File: src/rtl/chess_clock_ctrl.sv
// rtl/chess_clock_ctrl.sv - turn-control FSM for a two-player countdown chess timer
module chess_clock_ctrl #(
    parameter logic [5:0] MIN_TIME     = 6'd1,
    parameter logic [5:0] MAX_TIME     = 6'd60,
    parameter logic [5:0] DEFAULT_TIME = 6'd5,
    parameter logic [5:0] STEP         = 6'd1
) (
    input  logic       clk,
    input  logic       reset_n,
    input  logic       btn_start,
    input  logic       btn_up,
    input  logic       btn_p1,
    input  logic       btn_p2,
    input  logic [5:0] min_p1,
    input  logic [5:0] sec_p1,
    input  logic [5:0] min_p2,
    input  logic [5:0] sec_p2,
    output logic       en_p1,
    output logic       en_p2,
    output logic       clr,
    output logic [5:0] time_sel,
    output logic       flag_p1,
    output logic       flag_p2,
    output logic       turn,
    output logic       paused,
    output logic [7:0] move_count
);

    typedef enum logic [2:0] {
        SETUP,
        ARM,
        RUN_P1,
        RUN_P2,
        PAUSED,
        FLAG
    } state_t;

    state_t     state;
    logic       armed_p1;
    logic       armed_p2;
    logic [3:0] sync1;
    logic [3:0] sync2;
    logic [3:0] sync3;
    logic [3:0] pulse;
    logic       start_pulse;
    logic       up_pulse;
    logic       p1_pulse;
    logic       p2_pulse;
    logic       timeout_p1;
    logic       timeout_p2;
    logic [6:0] time_sum;
    logic [5:0] time_next;

    // Two-flop synchronizer plus a third flop for rising-edge detection.
    always_ff @(posedge clk or negedge reset_n) begin
        if (!reset_n) begin
            sync1 <= '0;
            sync2 <= '0;
            sync3 <= '0;
        end else begin
            sync1 <= {btn_start, btn_up, btn_p1, btn_p2};
            sync2 <= sync1;
            sync3 <= sync2;
        end
    end

    assign pulse       = sync2 & ~sync3;
    assign start_pulse = pulse[3];
    assign up_pulse    = pulse[2];
    assign p1_pulse    = pulse[1];
    assign p2_pulse    = pulse[0];

    assign timeout_p1 = (state == RUN_P1) && armed_p1 && (min_p1 == 6'd0) && (sec_p1 == 6'd0);
    assign timeout_p2 = (state == RUN_P2) && armed_p2 && (min_p2 == 6'd0) && (sec_p2 == 6'd0);

    // Enable drops combinationally at 0:00 so the counter never reloads its preset.
    assign en_p1  = (state == ARM) || ((state == RUN_P1) && !timeout_p1);
    assign en_p2  = (state == ARM) || ((state == RUN_P2) && !timeout_p2);
    assign clr    = (state == SETUP);
    assign paused = (state == PAUSED);

    assign time_sum  = {1'b0, time_sel} + {1'b0, STEP};
    assign time_next = (time_sum > {1'b0, MAX_TIME}) ? MIN_TIME : time_sum[5:0];

    always_ff @(posedge clk or negedge reset_n) begin
        if (!reset_n) begin
            state      <= SETUP;
            time_sel   <= DEFAULT_TIME;
            flag_p1    <= 1'b0;
            flag_p2    <= 1'b0;
            turn       <= 1'b0;
            move_count <= 8'd0;
            armed_p1   <= 1'b0;
            armed_p2   <= 1'b0;
        end else begin
            case (state)
                SETUP: begin
                    flag_p1  <= 1'b0;
                    flag_p2  <= 1'b0;
                    armed_p1 <= 1'b0;
                    armed_p2 <= 1'b0;
                    if (up_pulse)
                        time_sel <= time_next;
                    if (start_pulse)
                        state <= ARM;
                end
                ARM: begin
                    flag_p1    <= 1'b0;
                    flag_p2    <= 1'b0;
                    armed_p1   <= 1'b0;
                    armed_p2   <= 1'b0;
                    move_count <= 8'd0;
                    turn       <= 1'b0;
                    state      <= RUN_P1;
                end
                RUN_P1: begin
                    if ((min_p1 != 6'd0) || (sec_p1 != 6'd0))
                        armed_p1 <= 1'b1;
                    if (timeout_p1) begin
                        state   <= FLAG;
                        flag_p1 <= 1'b1;
                    end else if (start_pulse) begin
                        state <= PAUSED;
                    end else if (p1_pulse) begin
                        state <= RUN_P2;
                        turn  <= 1'b1;
                        if (move_count != 8'hff)
                            move_count <= move_count + 8'd1;
                    end
                end
                RUN_P2: begin
                    if ((min_p2 != 6'd0) || (sec_p2 != 6'd0))
                        armed_p2 <= 1'b1;
                    if (timeout_p2) begin
                        state   <= FLAG;
                        flag_p2 <= 1'b1;
                    end else if (start_pulse) begin
                        state <= PAUSED;
                    end else if (p2_pulse) begin
                        state <= RUN_P1;
                        turn  <= 1'b0;
                        if (move_count != 8'hff)
                            move_count <= move_count + 8'd1;
                    end
                end
                PAUSED: begin
                    // turn always names the side that was running, so it doubles as the resume target.
                    if (start_pulse)
                        state <= turn ? RUN_P2 : RUN_P1;
                end
                FLAG: begin
                    if (start_pulse) begin
                        state   <= SETUP;
                        flag_p1 <= 1'b0;
                        flag_p2 <= 1'b0;
                    end
                end
                default: state <= SETUP;
            endcase
        end
    end

endmodule

File: config.mk
export PLATFORM = sky130hd
export DESIGN_NAME = chess_clock_ctrl
export DESIGN_NICKNAME = d
export VERILOG_FILES = /design/src/rtl/chess_clock_ctrl.sv
export SDC_FILE = /design/constraint.sdc
export NUM_CORES = 1
export LEC_CHECK = 0
export ABC_AREA = 1
export BUFFER_PORTS_ARGS = -buffer_cell sky130_fd_sc_hd__buf_4
export CAP_MARGIN = 25
export CORE_ASPECT_RATIO = 0.5
export CORE_UTILIZATION = 57
export DETAILED_ROUTE_END_ITERATION = 8
export GPL_ROUTABILITY_DRIVEN = 0
export MAX_ROUTING_LAYER = met4
export PLACE_DENSITY = 0.85
export RECOVER_POWER = 50
export SLEW_MARGIN = 10
export SYNTH_ARGS = -nofsm -noshare
export SYNTH_HDL_FRONTEND = slang
export SYNTH_SLANG_ARGS = --single-unit
File: constraint.sdc
create_clock -name clk -period 3.5 [get_ports clk]
set_input_delay 0.35 -clock clk [delete_from_list [all_inputs] [get_ports clk]]
set_output_delay 0.35 -clock clk [all_outputs]
set_load 0.1 [all_outputs]
# Yosys cells after proc, flatten, opt, wreduce, memory -nomap -nowiden
# Cells that the tools add are included.
classes:
  magnitude_cmp: 1
  n_bitwise: 2
  reduce_logical: 36
  n_eq_ne: 21
  n_mux: 36
  addsub: 2
ops:
  columns: ["cell", "n"]
  rows:
  - ["$mux W8", 7]
  - ["$mux W3", 9]
  - ["$logic_not A6 Y1", 4]
  - ["$pmux W8 S3", 1]
  - ["$reduce_bool A6 Y1", 4]
  - ["$ne A2 B2 Y1 const B", 9]
  - ["$pmux W3 S6", 1]
  - ["$mux W1", 12]
  - ["$pmux W1 S3", 3]
  - ["$reduce_bool A3 Y1", 3]
  - ["$add A8 B1 Y8 const B", 1]
  - ["$logic_and A1 B1 Y1", 8]
  - ["$ne A2 B1 Y1 const B", 4]
  - ["$ne A4 B4 Y1 const B", 2]
  - ["$ne A8 B8 Y1 const B", 1]
  - ["$add A6 B1 Y7 const B", 1]
  - ["$gt A7 B6 Y1 const B", 1]
  - ["$reduce_and A7 Y1", 1]
  - ["$eq A3 B2 Y1 const B", 2]
  - ["$eq A3 B3 Y1 const B", 2]
  - ["$mux W6", 1]
  - ["$reduce_and A2 Y1", 3]
  - ["$reduce_and A3 Y1", 2]
  - ["$reduce_and A5 Y1", 1]
  - ["other kinds (9)", 15]
totals:
  input_bits: 30
  word_cells: 109
  out_inout_bits: 21
  register_bits: 34

# Longest topological paths before layout
depth:
  word_depth: 7
  ltp_mapped: 11
  mapped_depth_nobuf: 10

# Worst setup path before layout
# OpenSTA, ideal clock, no wires.
synth_path:
  path_kind: "register to output"
  from: "reg state[0]"
  to: "out paused"
  stages_incl_launch_ff: 5
  t_arrival_ns: 1.889
  n_path_buf: 1
  required_time_ns: 3.150
  slack_ns: 1.261
  path_cell_list: "dfrtp_1 -> buf_6 -> inv_4 -> nand2_1 -> nor2_1"
synth_between:
  elab_chain_len: 1
synth_lines:
  columns: ["item", "line", "text"]
  rows:
  - ["from (decl)", "38", "state_t state;"]
  - ["from (signal assigned)", "149", "state <= turn ? RUN_P2 : RUN_P1;"]
  - ["$eq A3 B3 Y1", "80", "assign paused = (state == PAUSED);"]
  - ["to (decl)", "25", "output logic paused,"]
# Every way passes these cells.

# Final worst setup path
layout_path:
  from: "reg state[0]"
  to: "out en_p1"
layout_between:
  elab_chain_len: 7
  word_cells_on_any_way: 8
  cone_classes: "eq/ne (2); reduce/logical (6)"
layout_lines:
  columns: ["item", "line", "text"]
  rows:
  - ["$eq A3 B2 Y1", "73, 77", null]
  - ["$logic_and A1 B1 Y1 (3 in a row)", "73", "assign timeout_p1 = (state == RUN_P1) && armed_p1 && (min_p1 == 6'd0) && (sec_p1 == 6'd0);"]
  - ["$logic_not A1 Y1", "77", "assign en_p1 = (state == ARM) || ((state == RUN_P1) && !timeout_p1);"]
  - ["$logic_and A1 B1 Y1", "77", null]
  - ["$logic_or A1 B1 Y1 *", "77", null]
  - ["to (decl)", "18", "output logic en_p1,"]
# Every way passes the cells marked *; elsewhere a longest branch is shown, timed or not.

==> key figures <==
Clocking
  – Num CTS Buffers: 5
  – Post-CTS setup buffers: 0
  – CTS Sinks: 34
  – Worst-path clk slew: 0.07 ns
  – CTS tree: built
  – CTS root buffer: clkbuf_8
  – CTS Hold Bufs: 0
  – Clock buffer depth: 2
  – Post-CTS Resized: 0
  – Clock Latency Late Sink: 0.29 ns
  – H-tree Lvls: 2

Global route
  – First-pass GRT wire length: 7330 µm
  – Global-route usage over all layers: 26.4%
  – Initial antenna violation count: 0
  – Number of global-route vias before repair: 1,719
  – Largest net degree at the start of global routing: 35
  – Grt total ovfl: 0

STA
  – Fin. Hold Viols: 0
  – Max-slew headroom: -18.4%
  – Total Negative Setup Slacks: 0 ns
  – Fin crit period: 2.11 ns
  – Final Worst Setup Slack: 1.39 ns
  – Endpoints failing setup: 0
  – Final Skew: 0.00811 ns
  – RSZ-0062 raised after global routing: no
  – Final Cycle Share: 60.4%
  – Fin. max-slew vios: 35
  – Least-Margin Pin Slew: 1.78 ns
  – Max Fclk: 473 MHz

Setup path
  – Worst r2r path cells: 8
  – Setup slack, reg-to-reg: 1.78 ns
  – WS Path Type: reg2out
  – Startpoint Class: flop
  – CP arrival: 1.76 ns
  – Worst EP required: 3.15 ns
  – R2r startpoint: time_sel[0]
  – Reg2reg end: time_sel[1]
  – Max Fanout on Critical Path: 8
  – Crit. End Element: primary output

Layout
  – Most frequent cells in the layout: 79 x nand2_1, 45 x buf_4, 39 x nor2_1, 32 x dfrtp_1, 29 x nand3_1
  – Fraction of layout cells with a size suffix above 1: 27.2%
  – Fill cells: 243
  – Layout area overhead: 24.3%
  – N_diodes: 0
  – Final #Nets: 354
  – Most common cell after layout, fill and taps aside: nand2_1
  – Register area: 853 µm²
  – Multi-input logic area: 1050 µm²
  – Design area: 2540 µm²

Synth
  – Netlist cell types: 37
  – Post-synth top flop: dfrtp_1
  – Post-synth EDFFs: 0
  – Synth Area per Inst: 7.61 µm²
  – Mapped Nets: 300
  – Mapped Cells: 268
  – Ys Warns: 0
  – Async S/R FF share, synth: 100%
  – Flops & latches, synth: 34
  – Sequential share of the synthesized area: 41.8%
  – Synth Cell Area: 2040 µm²

Hold path
  – Hold path depth: 1
  – Worst Hold Endpoint: sync1[2]
  – Worst hold-check path type: in2reg
  – Worst Hold Launch: btn_up

Outcome
  – Status: finished, violations left
  – Failing checks: capacitance limit, slew limit

Flow run
  – Max-Cap Viols: 1

Floorplan
  – Core Region: 3210 µm²
  – Die X: 86.6 µm
  – DIE AREA: 3840 µm²
  – Rows: 14
  – # IOs: 51
  – Die height: 44.3 µm
  – Initial Util: 63.7%

Drt
  – Wire length per cell: 12.2 µm
  – Vias: 1,934
  – DR WL met2: 2230 µm
  – Routed length on met3: 345 µm
  – Vias per Instance: 5.21
  – Drt first pass iters: 4
  – M1 wire length: 1920 µm
  – DRC viols: 0
  – Highest metal used: met4
  – Total wire length: 4530 µm
  – DRT iter0 DRCs: 108
  – Routed Antenna Nets: 0

Power and ir drop
  – Leak: 1.30 nW
  – Pwr dens: 853 nW/µm²
  – IR drop worst, VDD: 0.000579 V

Placement
  – Area of placed instances: 2450 µm²
  – DP HPWL: 3450 µm
  – DP Worst Slack: 1.70 ns
  – IO Port Bufs: 50
==> critical path: stages, from the launching register on <==
cell and delay [ns]:
dfrtp_1 0.55, inv_4 0.15, nand3_2 0.09, nor2_2 0.13, nand3_2 0.15, nand2_1 0.12
nand2_1 0.05, buf_4 0.23
==> state kept, by name (all words and copies together) (netlist names), 3 cells and up <==
name / cells
move_count: 8
state: 3
sync3: 4
sync2: 4
sync1: 4
time_sel: 6
==> synth_stat cells, types with 3 or more instances <==
| cell type | count | share of area, % |
|---|---|---|
| inv_2 | 3 | 0.55 |
| nand2_2 | 6 | 1.8 |
| nand3_2 | 3 | 1.5 |
| a21oi_1 | 4 | 0.98 |
| o21ai_0 | 3 | 0.74 |
| nand4_1 | 6 | 1.8 |
| inv_1 | 21 | 3.9 |
| nand3_1 | 29 | 7.1 |
| dfrtp_1 | 32 | 39 |
| nor2_2 | 4 | 1.2 |
| nor2_1 | 39 | 7.2 |
| o21ai_1 | 5 | 1.2 |
| nor2_8 | 3 | 2.9 |
| nand2_1 | 79 | 15 |
| nand2_4 | 3 | 1.7 |
==> worst max-delay path by stage <==
stage | cells past startpoint | slack (ns) | to | start
after global placement | 7 | 1.73 | en_p1 | state[2]
after floorplan | 4 | 1.26 | paused | state[0]
after global routing | 7 | 1.30 | en_p1 | state[2]
after detailed placement | 7 | 1.70 | en_p1 | state[0]
after CTS | 7 | 1.39 | en_p1 | state[0]
final | 7 | 1.39 | en_p1 | state[0]
==> layer usage <==
| layer | track usage [%] | up-vias |
|---|---|---|
| li1 | - | 961 |
| met1 | 31.6 | 890 |
| met2 | 45.2 | 76 |
| met3 | 5.97 | 7 |
| met4 | 9.00 | 0 |
| met5 | - | - |
==> final cells by class <==
cell class	instances	share of cell area [%]
multi-input combinational	204	41.3
sequential	34	33.6
timing repair buffer	50	14.6
inverter	27	4.29
clock buffer	6	3.25
tap	48	2.37
clock inverter	2	0.493
==> metrics by stage <==
stage / hold slack [ns] / util [%] / instances / total power, mW
after detailed placement: 0.321 / 76.3 / 363 / 1.86
after global routing: 0.177 / 79.2 / 371 / 2.28
final: 0.190 / 79.2 / 371 / 2.16
after global placement: 0.314 / 76.3 / 363 / 1.83
after floorplan: 0.0544 / - / 268 / 1.63
after CTS: 0.00930 / 79.3 / 371 / 2.17
==> cells by family after synthesis <==
kind of cell,count (synthesis),synth area share (%)
DFF,34,41.8
and+or+nand+nor,182,43.9
adders and majority gates,2,1.23
xor gates and xnor gates,3,1.29
buffers and inverters,30,6.81
AOI/OAI and AO/OA,17,4.97
==> report_power, final <==
part / leakage, nW / total, mW / internal (mW) / switching, mW
combinational: 0.818 / 1.27 / 0.336 / 0.933
sequential: 0.430 / 0.591 / 0.466 / 0.125
clock: 0.0472 / 0.303 / 0.158 / 0.145
total: 1.30 / 2.16 / 0.961 / 1.20
No activity file was read; power rests on OpenSTA's default activity.
